===== src/rtl/pipe_pkg.sv =====
// Shared pipeline definitions: register-file geometry, scoreboard width
// and the instruction word loaded into a pipeline register to squash it.
package pipe_pkg;

  localparam int REG_AW = 5;
  localparam int NREG   = 32;
  localparam int SB_W   = 2;

  // sll $0,$0,0 -- the canonical MIPS NOP loaded on flush/bubble
  localparam logic [31:0] NOP_INSTR = 32'h0000_0000;

endpackage


===== src/rtl/pc_stall_ctrl_if.sv =====
// Signals between the pipeline datapath (master) and the stall/flush
// controller (slave): ID operands, WB write port, branch redirect, and
// the register write-enables / squash controls going back.
interface pc_stall_ctrl_if #(
  parameter int NREG = 32,
  parameter int AW   = 5,
  parameter int PW   = 32
);

  logic          id_valid;
  logic [AW-1:0] id_rs;
  logic [AW-1:0] id_rt;
  logic          id_use_rs;
  logic          id_use_rt;
  logic          id_we;
  logic [AW-1:0] id_rd;
  logic          wb_we;
  logic [AW-1:0] wb_rd;
  logic          br_taken;

  logic            pc_wt;
  logic            ifid_wt;
  logic            ifid_flush;
  logic            idex_bubble;
  logic [NREG-1:0] busy_o;
  logic [PW-1:0]   stall_cnt;
  logic [PW-1:0]   flush_cnt;

  modport master (
    output id_valid, id_rs, id_rt, id_use_rs, id_use_rt, id_we, id_rd,
    output wb_we, wb_rd, br_taken,
    input  pc_wt, ifid_wt, ifid_flush, idex_bubble, busy_o, stall_cnt, flush_cnt
  );

  modport slave (
    input  id_valid, id_rs, id_rt, id_use_rs, id_use_rt, id_we, id_rd,
    input  wb_we, wb_rd, br_taken,
    output pc_wt, ifid_wt, ifid_flush, idex_bubble, busy_o, stall_cnt, flush_cnt
  );

endinterface


===== src/rtl/pc_stall_ctrl_sb_cnt.sv =====
// One scoreboard entry: counts writes to a single register that have
// issued but not yet reached WB. Saturates at both ends so an illegal
// extra inc/dec cannot wrap the count and corrupt later hazard checks.
module sb_cnt
  import pipe_pkg::*;
(
  input  logic            clk,
  input  logic            rst,
  input  logic            inc,
  input  logic            dec,
  output logic [SB_W-1:0] cnt,
  output logic            busy
);

  // Up/down count of in-flight writers; simultaneous inc and dec cancel
  always_ff @(posedge clk or posedge rst) begin
    if (rst) begin
      cnt <= '0;
    end else if (inc && !dec && (cnt != '1)) begin
      cnt <= cnt + SB_W'(1);
    end else if (dec && !inc && (cnt != '0)) begin
      cnt <= cnt - SB_W'(1);
    end
  end

  assign busy = (cnt != '0);

endmodule


===== src/rtl/pc_stall_ctrl.sv =====
// Stall/flush controller for the five-stage MIPS pipeline without
// forwarding. Holds PC and IF/ID while the ID instruction reads a
// register with a write still in flight; a taken branch in EX overrides
// the stall, squashes IF/ID and ID/EX and lets the PC load the target.
module pc_stall_ctrl #(
  parameter int NREG = pipe_pkg::NREG,
  parameter int AW   = pipe_pkg::REG_AW,
  parameter int PW   = 32
) (
  input logic           clk,
  input logic           rst,
  pc_stall_ctrl_if.slave bus
);

  import pipe_pkg::*;

  logic [SB_W-1:0] pend [NREG];
  logic [NREG-1:0] busy;
  logic [SB_W-1:0] rs_cnt;
  logic [SB_W-1:0] rt_cnt;
  logic            rs_wb;
  logic            rt_wb;
  logic            hit_rs;
  logic            hit_rt;
  logic            stall;
  logic            issue;

  // Register 0 is hardwired zero, so it never has a pending writer
  assign pend[0] = '0;
  assign busy[0] = 1'b0;

  // One saturating pending-write counter per real register
  for (genvar r = 1; r < NREG; r++) begin : g_sb
    logic inc;
    logic dec;
    assign inc = issue && bus.id_we && (bus.id_rd == AW'(r));
    assign dec = bus.wb_we && (bus.wb_rd == AW'(r));
    sb_cnt u_cnt (
      .clk  (clk),
      .rst  (rst),
      .inc  (inc),
      .dec  (dec),
      .cnt  (pend[r]),
      .busy (busy[r])
    );
  end

  // Look up the pending counts of both ID source registers
  always_comb begin
    rs_cnt = '0;
    rt_cnt = '0;
    for (int r = 1; r < NREG; r++) begin
      if (bus.id_rs == AW'(r)) rs_cnt = pend[r];
      if (bus.id_rt == AW'(r)) rt_cnt = pend[r];
    end
  end

  // The register file writes in the first half-cycle, so a writer that
  // is in WB right now no longer blocks the reader.
  assign rs_wb  = bus.wb_we && (bus.wb_rd == bus.id_rs);
  assign rt_wb  = bus.wb_we && (bus.wb_rd == bus.id_rt);
  assign hit_rs = (bus.id_rs != '0) && ((rs_cnt - SB_W'(rs_wb)) != '0);
  assign hit_rt = (bus.id_rt != '0) && ((rt_cnt - SB_W'(rt_wb)) != '0);

  assign stall = bus.id_valid && !bus.br_taken &&
                 ((bus.id_use_rs && hit_rs) || (bus.id_use_rt && hit_rt));
  assign issue = bus.id_valid && !stall && !bus.br_taken;

  assign bus.pc_wt       = !stall;
  assign bus.ifid_wt     = !stall;
  assign bus.ifid_flush  = bus.br_taken;
  assign bus.idex_bubble = stall || bus.br_taken;
  assign bus.busy_o      = busy;

  // Saturating performance counters for stall and flush cycles
  always_ff @(posedge clk or posedge rst) begin
    if (rst) begin
      bus.stall_cnt <= '0;
      bus.flush_cnt <= '0;
    end else begin
      if (stall && (bus.stall_cnt != '1)) bus.stall_cnt <= bus.stall_cnt + PW'(1);
      if (bus.br_taken && (bus.flush_cnt != '1)) bus.flush_cnt <= bus.flush_cnt + PW'(1);
    end
  end

endmodule


===== src/flat_wrapper.sv =====
// flat-port wrapper written by rule: the top's interface ports become plain ports
module pc_stall_ctrl_flat import pipe_pkg::*;
#(
  parameter int NREG = pipe_pkg::NREG,
  parameter int AW   = pipe_pkg::REG_AW,
  parameter int PW   = 32
)
  (clk, rst, bus_id_valid, bus_id_rs, bus_id_rt, bus_id_use_rs, bus_id_use_rt, bus_id_we, bus_id_rd, bus_wb_we, bus_wb_rd, bus_br_taken, bus_pc_wt, bus_ifid_wt, bus_ifid_flush, bus_idex_bubble, bus_busy_o, bus_stall_cnt, bus_flush_cnt);
  pc_stall_ctrl_if #(.NREG(NREG), .AW(AW), .PW(PW)) bus_i ();
  input logic clk;
  input logic rst;
  input wire logic [$bits(bus_i.id_valid)-1:0] bus_id_valid;
  input wire logic [$bits(bus_i.id_rs)-1:0] bus_id_rs;
  input wire logic [$bits(bus_i.id_rt)-1:0] bus_id_rt;
  input wire logic [$bits(bus_i.id_use_rs)-1:0] bus_id_use_rs;
  input wire logic [$bits(bus_i.id_use_rt)-1:0] bus_id_use_rt;
  input wire logic [$bits(bus_i.id_we)-1:0] bus_id_we;
  input wire logic [$bits(bus_i.id_rd)-1:0] bus_id_rd;
  input wire logic [$bits(bus_i.wb_we)-1:0] bus_wb_we;
  input wire logic [$bits(bus_i.wb_rd)-1:0] bus_wb_rd;
  input wire logic [$bits(bus_i.br_taken)-1:0] bus_br_taken;
  output wire logic [$bits(bus_i.pc_wt)-1:0] bus_pc_wt;
  output wire logic [$bits(bus_i.ifid_wt)-1:0] bus_ifid_wt;
  output wire logic [$bits(bus_i.ifid_flush)-1:0] bus_ifid_flush;
  output wire logic [$bits(bus_i.idex_bubble)-1:0] bus_idex_bubble;
  output wire logic [$bits(bus_i.busy_o)-1:0] bus_busy_o;
  output wire logic [$bits(bus_i.stall_cnt)-1:0] bus_stall_cnt;
  output wire logic [$bits(bus_i.flush_cnt)-1:0] bus_flush_cnt;
  assign bus_i.id_valid = bus_id_valid;
  assign bus_i.id_rs = bus_id_rs;
  assign bus_i.id_rt = bus_id_rt;
  assign bus_i.id_use_rs = bus_id_use_rs;
  assign bus_i.id_use_rt = bus_id_use_rt;
  assign bus_i.id_we = bus_id_we;
  assign bus_i.id_rd = bus_id_rd;
  assign bus_i.wb_we = bus_wb_we;
  assign bus_i.wb_rd = bus_wb_rd;
  assign bus_i.br_taken = bus_br_taken;
  assign bus_pc_wt = bus_i.pc_wt;
  assign bus_ifid_wt = bus_i.ifid_wt;
  assign bus_ifid_flush = bus_i.ifid_flush;
  assign bus_idex_bubble = bus_i.idex_bubble;
  assign bus_busy_o = bus_i.busy_o;
  assign bus_stall_cnt = bus_i.stall_cnt;
  assign bus_flush_cnt = bus_i.flush_cnt;
  pc_stall_ctrl #(.NREG(NREG), .AW(AW), .PW(PW)) u_core (.clk(clk), .rst(rst), .bus(bus_i));
endmodule

===== config.mk =====
export PLATFORM = sky130hd
export DESIGN_NAME = pc_stall_ctrl_flat
export DESIGN_NICKNAME = d
export VERILOG_FILES = /design/src/rtl/pipe_pkg.sv /design/src/rtl/pc_stall_ctrl_if.sv /design/src/rtl/pc_stall_ctrl_sb_cnt.sv /design/src/rtl/pc_stall_ctrl.sv /design/src/flat_wrapper.sv
export SDC_FILE = /design/constraint.sdc
export NUM_CORES = 1
export LEC_CHECK = 0
export CORE_MARGIN = 4
export CORE_UTILIZATION = 60
export DETAILED_ROUTE_END_ITERATION = 7
export PLACE_DENSITY = 0.91
export SETUP_SLACK_MARGIN = 0.15
export SLEW_MARGIN = 20
export SYNTH_ARGS = -nofsm -noshare
export SYNTH_HDL_FRONTEND = slang
export SYNTH_SLANG_ARGS = --single-unit
export TNS_END_PERCENT = 20

===== constraint.sdc =====
create_clock -name clk -period 6.1 [get_ports clk]
set_input_delay 0.915 -clock clk [delete_from_list [all_inputs] [get_ports clk]]
set_output_delay 0.915 -clock clk [all_outputs]
set_load 0.005 [all_outputs]

==> impl_summary.log <==
INFO  metric crit_fanout = 21
INFO  metric design.final.nets = 1217
INFO  metric syn_area_per_cell = 8.29 sq um
INFO  metric crit_type = input port to output port
INFO  metric worst_pin_slew = 1070 ps
INFO  metric vdd_ir_drop_max = 0.246 mV
INFO  metric cts.root.buffer_cell = sky130_fd_sc_hd__clkbuf_16
INFO  metric number_of_antenna_violations_at_the_first_check_in_global_routing = 0
INFO  metric synthDistinctLibCells = 79
INFO  metric first_global_vias = 8477
INFO  metric syn_area = 9250 sq um
INFO  metric whs = 493 ps
INFO  metric clkLatencyLatePin = 440 ps
INFO  metric worst-endpoint-arrival = 4590 ps
INFO  metric routabilityCongestion = 1.03
INFO  metric dp_hpwl = 20500 um
INFO  metric hold_buffers = 0
INFO  metric drtAntennaViolNets = 0
INFO  metric drc = 0
INFO  metric timing.critical_path.to_type = output port
INFO  metric post_synthesis_net_count = 1145
INFO  metric totalWireLength = 28700 um
INFO  metric routedWlPerCell = 20.7 um
INFO  metric flow.area_growth_from_synthesis = 18.8%
INFO  metric timing.final.setup_violations = 0
INFO  metric grt_setup_unrepaired = false
INFO  metric row_count = 45
INFO  metric setup-tns-final = 0 ps
INFO  metric outcome = finished, final reports clean
INFO  metric drive_above_1_share = 0.108
INFO  metric syn-instance-count = 1115
INFO  metric max_cap_viol_count = 0
INFO  metric final.period_utilization = 0.902
INFO  metric worstPathRequired = 5180 ps
INFO  metric report.final.slew_viol_count = 0
INFO  metric largest_net_degree_at_the_start_of_global_routing = 66
INFO  metric grt_pass1_wl = 45900 um
INFO  metric coreArea = 15100 sq um
INFO  metric timing.final.hold_violations = 0
INFO  metric synth.yosys.seq_area_share = 0.341
INFO  metric num_antenna_cells = 0
INFO  metric skew = 14.8 ps
INFO  metric fp.dieArea = 17500 sq um
INFO  metric async_flop_share = 1.00
INFO  metric synth_edf_count = 0
INFO  metric die_y = 132 um
INFO  metric tritoncts_clock_tree = yes
INFO  metric dr_total_vias = 9028
INFO  metric vias_per_cell = 6.50
INFO  metric detail_route.iter0.violations = 1026
INFO  metric clk_transition_reported_paths = 60 ps
INFO  metric io-pin-count = 128
INFO  metric yosys_warnings = 0
INFO  metric die_w = 132 um
INFO  metric cts.htree.levels = 4
INFO  metric cts-buffers-inserted = 17
INFO  metric initial_core_utilization = 0.611
INFO  metric grtUsageTotal = 0.328
INFO  metric slew_headroom = 0.282
INFO  metric port_buffers = 126
INFO  metric yosys_register_bits = 126
INFO  metric cts_setup_buffers = 0
INFO  metric synth_top_flop_cell = sky130_fd_sc_hd__dfrtp_1
INFO  metric fmax = 182 MHz
INFO  metric cts_num_sinks = 126
INFO  metric worst_hold_path_type = flop to flop
INFO  metric power.density = 247 nW/um^2
INFO  metric cts.path.max_buffers = 2
INFO  metric globalRoute.totalOverflow = 0
INFO  metric power_leakage = 4.54 nW
INFO  metric drt_pre_antenna_iters = 6
INFO  metric num-fill-cells = 1110
INFO  metric cp-start-kind = input port
INFO  metric cts_repair_resize_count = 0
INFO  metric layout_min_cycle_time = 5500 ps
path summary, 6_finish.rpt:
| check | from | endpoint | slack, ps | cells after the start |
|---|---|---|---|---|
| max reg2reg | u_core.g_sb[2].u_cnt.cnt[1]$_DFFE_PP0P_ | u_core.g_sb[13].u_cnt.cnt[0]$_DFFE_PP0P_ | 2150 | 10 |
| max | bus_id_rt[3] | bus_ifid_wt | 600 | 11 |
| min | u_core.bus.stall_cnt[17]$_DFFE_PP0P_ | u_core.bus.stall_cnt[17]$_DFFE_PP0P_ | 490 | 1 |
| max in group asynchronous | rst | u_core.g_sb[23].u_cnt.cnt[1]$_DFFE_PP0P_ | 3810 | 3 |
| min in group asynchronous | rst | u_core.bus.stall_cnt[15]$_DFFE_PP0P_ | 1000 | 2 |
| min reg2reg | u_core.bus.stall_cnt[17]$_DFFE_PP0P_ | u_core.bus.stall_cnt[17]$_DFFE_PP0P_ | 490 | 1 |
flip-flops by register name, indices dropped and copies added, names as in the netlist:
signal	count
u_core.g_sb.u_cnt.cnt	62
u_core.bus.flush_cnt	32
u_core.bus.stall_cnt	32
worst max-delay path, cell delays in order:
cell	delay [ps]
sky130_fd_sc_hd__clkdlybuf4s50_1	980
sky130_fd_sc_hd__nand2b_1	310
sky130_fd_sc_hd__o21ai_0	160
sky130_fd_sc_hd__a222oi_1	470
sky130_fd_sc_hd__o211ai_1	180
sky130_fd_sc_hd__a21o_1	260
sky130_fd_sc_hd__a21oi_1	260
sky130_fd_sc_hd__a31oi_1	180
sky130_fd_sc_hd__buf_4	230
sky130_fd_sc_hd__inv_1	110
sky130_fd_sc_hd__clkdlybuf4s50_1	520
placed cells by master (no fill, tap or decap), drive strengths merged, types with 14 or more instances in the layout:
| cell | instances |
|---|---|
| buf | 19 |
| nand2 | 101 |
| a21oi | 50 |
| clkbuf | 17 |
| xnor2 | 50 |
| nand3 | 50 |
| a211oi | 19 |
| nor2b | 33 |
| and3 | 16 |
| nor2 | 106 |
| xor2 | 26 |
| o211ai | 16 |
| dfrtp | 126 |
| or2 | 46 |
| nand4 | 28 |
| nand2b | 14 |
| o21ai | 62 |
| mux2i | 24 |
| nor3 | 40 |
| clkdlybuf4s50 | 125 |
| inv | 38 |
| nor4 | 14 |
cells by family (layout without fill, tap and decap cells):
family,count (synthesis),count (layout),share of synthesized area
other cells,1,1,0.000406
mux,43,43,0.0572
flops,126,126,0.341
simple gates,505,505,0.282
buf+inv,123,208,0.0690
fa+ha+maj,2,2,0.00271
xor+xnor,76,76,0.0720
compound gates,239,239,0.176
layer usage:
| metal | part of all wire | track usage |
|---|---|---|
| met1 | 0.41 | 0.442 |
| met2 | 0.47 | 0.521 |
| met3 | 0.078 | 0.0603 |
| met4 | 0.040 | 0.139 |
| met5 | 0 | 0 |
cell type report:
class / count / area, sq um / area share
tap: 188 / 235 / 0.0214
inverter: 32 / 123 / 0.0112
sequential: 126 / 3150 / 0.287
clock inverter: 15 / 201 / 0.0183
timing repair buffer: 144 / 1390 / 0.127
clock buffer: 17 / 425 / 0.0387
multi-input combinational: 866 / 5460 / 0.497
metrics by stage:
| stage | util | cells | worst slack (ps) | power [W] | cell area [sq um] |
|---|---|---|---|---|---|
| 6_report | 0.725 | 1388 | 599 | 0.00271 | 11000 |
| 5_1_grt | 0.725 | 1388 | 460 | 0.00281 | 11000 |
| 4_1_cts | 0.725 | 1388 | 706 | 0.00270 | 11000 |
| 3_5_place_dp | 0.684 | 1356 | 744 | 0.00161 | 10400 |
| 3_3_place_gp | 0.684 | 1356 | 830 | 0.00160 | 10400 |
| 2_1_floorplan | - | 1115 | 1830 | 0.00139 | 9250 |
where the power goes:
group | leakage, nW | total [W] | internal, W | switching, W
Sequential | 1.69 | 0.00104 | 0.000909 | 0.000134
Combinational | 2.55 | 0.000574 | 0.000297 | 0.000277
Clock | 0.304 | 0.00109 | 0.000657 | 0.000436
synth_stat cells (all sizes together) (4+ instances only):
cell type	n	area [sq um]
a211oi	19	155
a21oi	50	250
a221o	6	60.1
a221oi	4	35.0
a22o	4	35.0
a22oi	4	30.0
a31oi	5	31.3
and2	9	56.3
and3	16	100
buf	62	409
clkbuf	29	109
dfrtp	126	3150
inv	32	120
mux2	13	150
mux2i	24	244
mux4	6	135
nand2	101	379
nand2b	14	87.6
nand3	50	250
nand3b	6	45.0
nand4	28	190
nor2	106	398
nor2b	33	206
nor3	40	200
nor3b	13	97.6
nor4	14	87.6
o211ai	16	120
o21a	6	45.0
o21ai	62	310
o21bai	4	30.0
o221a	6	67.6
o22ai	9	56.3
o31ai	5	37.5
or2	46	290
or3	10	62.6
or4	11	82.6
xnor2	50	438
xor2	26	228
(Power assumes the default switching activity.)
==> RTL edit, RTL diff (same settings) <==
The package constant `SB_W` goes from 2 to 4.
--- a/src/rtl/pipe_pkg.sv
+++ b/src/rtl/pipe_pkg.sv
@@ -6,3 +6,3 @@
   localparam int NREG   = 32;
-  localparam int SB_W   = 2;
+  localparam int SB_W   = 4;
 
Check against the original RTL: not settled (the Yosys comparison gave no result); the edit may change what the design does.
==> RTL edit against the original RTL <==
  * Worst hold slack about the same
  * Sequential cell count rose by 62
  * Highest routed layer is now met5
  * Area after synthesis rose by 72%
  * Global-route usage is 7.0 points higher
  * Clock power increased by 8%
  * Design area rose by 77%
  * Setup slack got worse by 0.43 ns
  * Routed wire length is 100% higher
  * Total power grew to 2.7 times the old value
==> RTL edit: results (changes against the original RTL) <==
| Metric | Value |
|---|---|
| Comb_multi_in | 1374 (+59%) |
| Final wirelength | 58280 µm (+100%) |
| Sequential portion of the cell area | 24.16% (-4.5 points) |
| Worst slew pin tran | 1.037 ns (-0.02978 ns) |
| Register area share after synthesis | 29.61% (-4.5 points) |
| Multi-input gate share of the layout cell area | 54.31% (+4.6 points) |
| Routability cong. | 1.059 (+2.7%) |
| Clock buf/inv share | 3.090% (-2.6 points) |
| Non-CTS buffers | 350 (+140%) |
| GRT met3 Usage | 9.427% (+3.4 points) |
| Initial antenna violation count | 3 (+3) |
| Setup slack, reg-to-reg | 0.26 ns (-1.89 ns) |
| Layout cells sized above 1 | 20.18% (+9.4 points) |
| Synth top cells by count | 188 x dfrtp_1, 121 x nand2_1, 104 x nor2_1 |
| Synth top area cells | dfrtp_1 30%, xor2_1 5.6%, ha_1 5.2% |
| Top flop regs | u_core.g_sb.u_cnt.cnt: 124 flops, u_core.bus.flush_cnt: 32 flops, u_core.bus.stall_cnt: 32 flops |
| H-Tree Level Count | 4 (unchanged) |
| Die X | 170.7 µm (+29%) |
| CTS buffer count | 17 (unchanged) |
| Metal2 WL | 25870 µm (+90%) |
| Clock Pin Slew Worst Setup and Hold Paths | 0.09 ns (+0.03 ns) |
| Clk sinks | 188 (+49%) |
| Final Instance Area | 19480 µm² (+77%) |
| R2R cell count | 28 (+18) |
| WS Path Type | input pin to flip-flop |
| Hold EP | u_core.bus.stall_cnt[22]$_DFFE_PP0P_ |
| Worst clock skew | 0.02546 ns (+0.01066 ns) |
| Hold path depth | 1 (unchanged) |
| Layout non-clock buf frac | 15.54% (+2.9 points) |
| Reg2reg start | u_core.g_sb[6].u_cnt.cnt[0]$_DFFE_PP0P_ |
| Yosys cell types | 95 (+20%) |
| Slowest stage cell, crit path | or4_4 |
| Largest stage delay on the critical path | 0.49 ns (-0.49 ns) |
| Static leakage | 8.731 nW (+92%) |
| Iter 0 DRT Violations | 1823 (+78%) |
| Syn nets | 1841 (+61%) |
| First-pass DRT Iterations | 7 (+1) |
| WL met1 | 22200 µm (+89%) |
| Routing usage on met1 | 52.67% (+8.4 points) |
| Non-clk invs | 38 (+19%) |
| # fillers | 1772 (+60%) |
| GRT Util Overall | 39.81% (+7.0 points) |
| Uppermost layer routed | met5 |
| Tmin final | 5.934 ns (+0.4336 ns) |
| CP startpoint | bus_id_rs[1] |
| WP data arrival | 6.25 ns (+1.66 ns) |
| Max rail drop VDD | 0.0003123 V (+27%) |
| Post-DP HPWL | 44330 µm (+120%) |
| Met3 WL | 6775 µm (+200%) |
| Final Net Count | 2094 (+72%) |
| Crit Path Max Fanout | 8 (-62%) |
| Largest net degree at the start of global routing | 101 (+53%) |
| Via count | 15650 (+73%) |
| Status | complete, no violations |
| First-pass GRT wire length | 90260 µm (+96%) |
| Pre-CTS setup slack | -0.7145 ns (-1.459 ns) |
| Worst hold path class | flip-flop to flip-flop |
| CP delay by family, top | compound AO/OA/AOI/OAI gates |
| Reg2Reg Capture Point | u_core.g_sb[27].u_cnt.cnt[3]$_DFFE_PP0P_ |
[RTL edit: per-stage QoR]
| step | hold WS, ns | power [W] | cells |
|---|---|---|---|
| finish | 0.4929 | 0.007213 | 2317 |
| floorplan | 0.4641 | 0.004384 | 1716 |
| global placement | 0.4732 | 0.005572 | 2278 |
| CTS | 0.4955 | 0.007023 | 2314 |
| detailed placement | 0.4791 | 0.005794 | 2278 |
| global route | 0.5160 | 0.007580 | 2317 |
[RTL edit: kinds of logic (layout without fill, tap and decap cells)]
kind of cell / count (synthesis) / after routing / share of synthesized area [%]
adders and majority gates: 97 / 97 / 9.105
xor gates and xnor gates: 160 / 160 / 8.821
DFF: 188 / 188 / 29.61
AOI/OAI and AO/OA: 359 / 359 / 15.18
buffers and inverters: 154 / 420 / 5.277
muxes: 139 / 139 / 9.727
other: 1 / 1 / 0.02360
and+or+nand+nor: 618 / 618 / 22.25
[RTL edit: worst reg2reg max path, delay by kind of cell, from the launching register on]
| kind | cells | cell delay (ns) |
|---|---|---|
| AO/OA/AOI/OAI | 12 | 1.94 |
| AND/OR/NAND/NOR | 8 | 1.50 |
| buffers and inverters | 5 | 0.75 |
| multiplexers | 1 | 0.56 |
| flip-flops | 1 | 0.55 |
| adder cells (fa/ha/maj) | 2 | 0.45 |
[RTL edit: power breakdown]
group / leakage [nW] / total (W) / switching, W / internal, W
Combinational: 5.97 / 0.00335 / 0.00156 / 0.00180
Sequential: 2.47 / 0.00268 / 0.00104 / 0.00163
Clock: 0.290 / 0.00118 / 0.000626 / 0.000557
Total: 8.73 / 0.00721 / 0.00323 / 0.00399
[RTL edit: what timing repair did]
action,4_1_cts,5_1_grt
buffers inserted,3,3
resized for setup,26,50
pin swaps,8,28
endpoints found under the setup margin,88,89
gates cloned,1,0
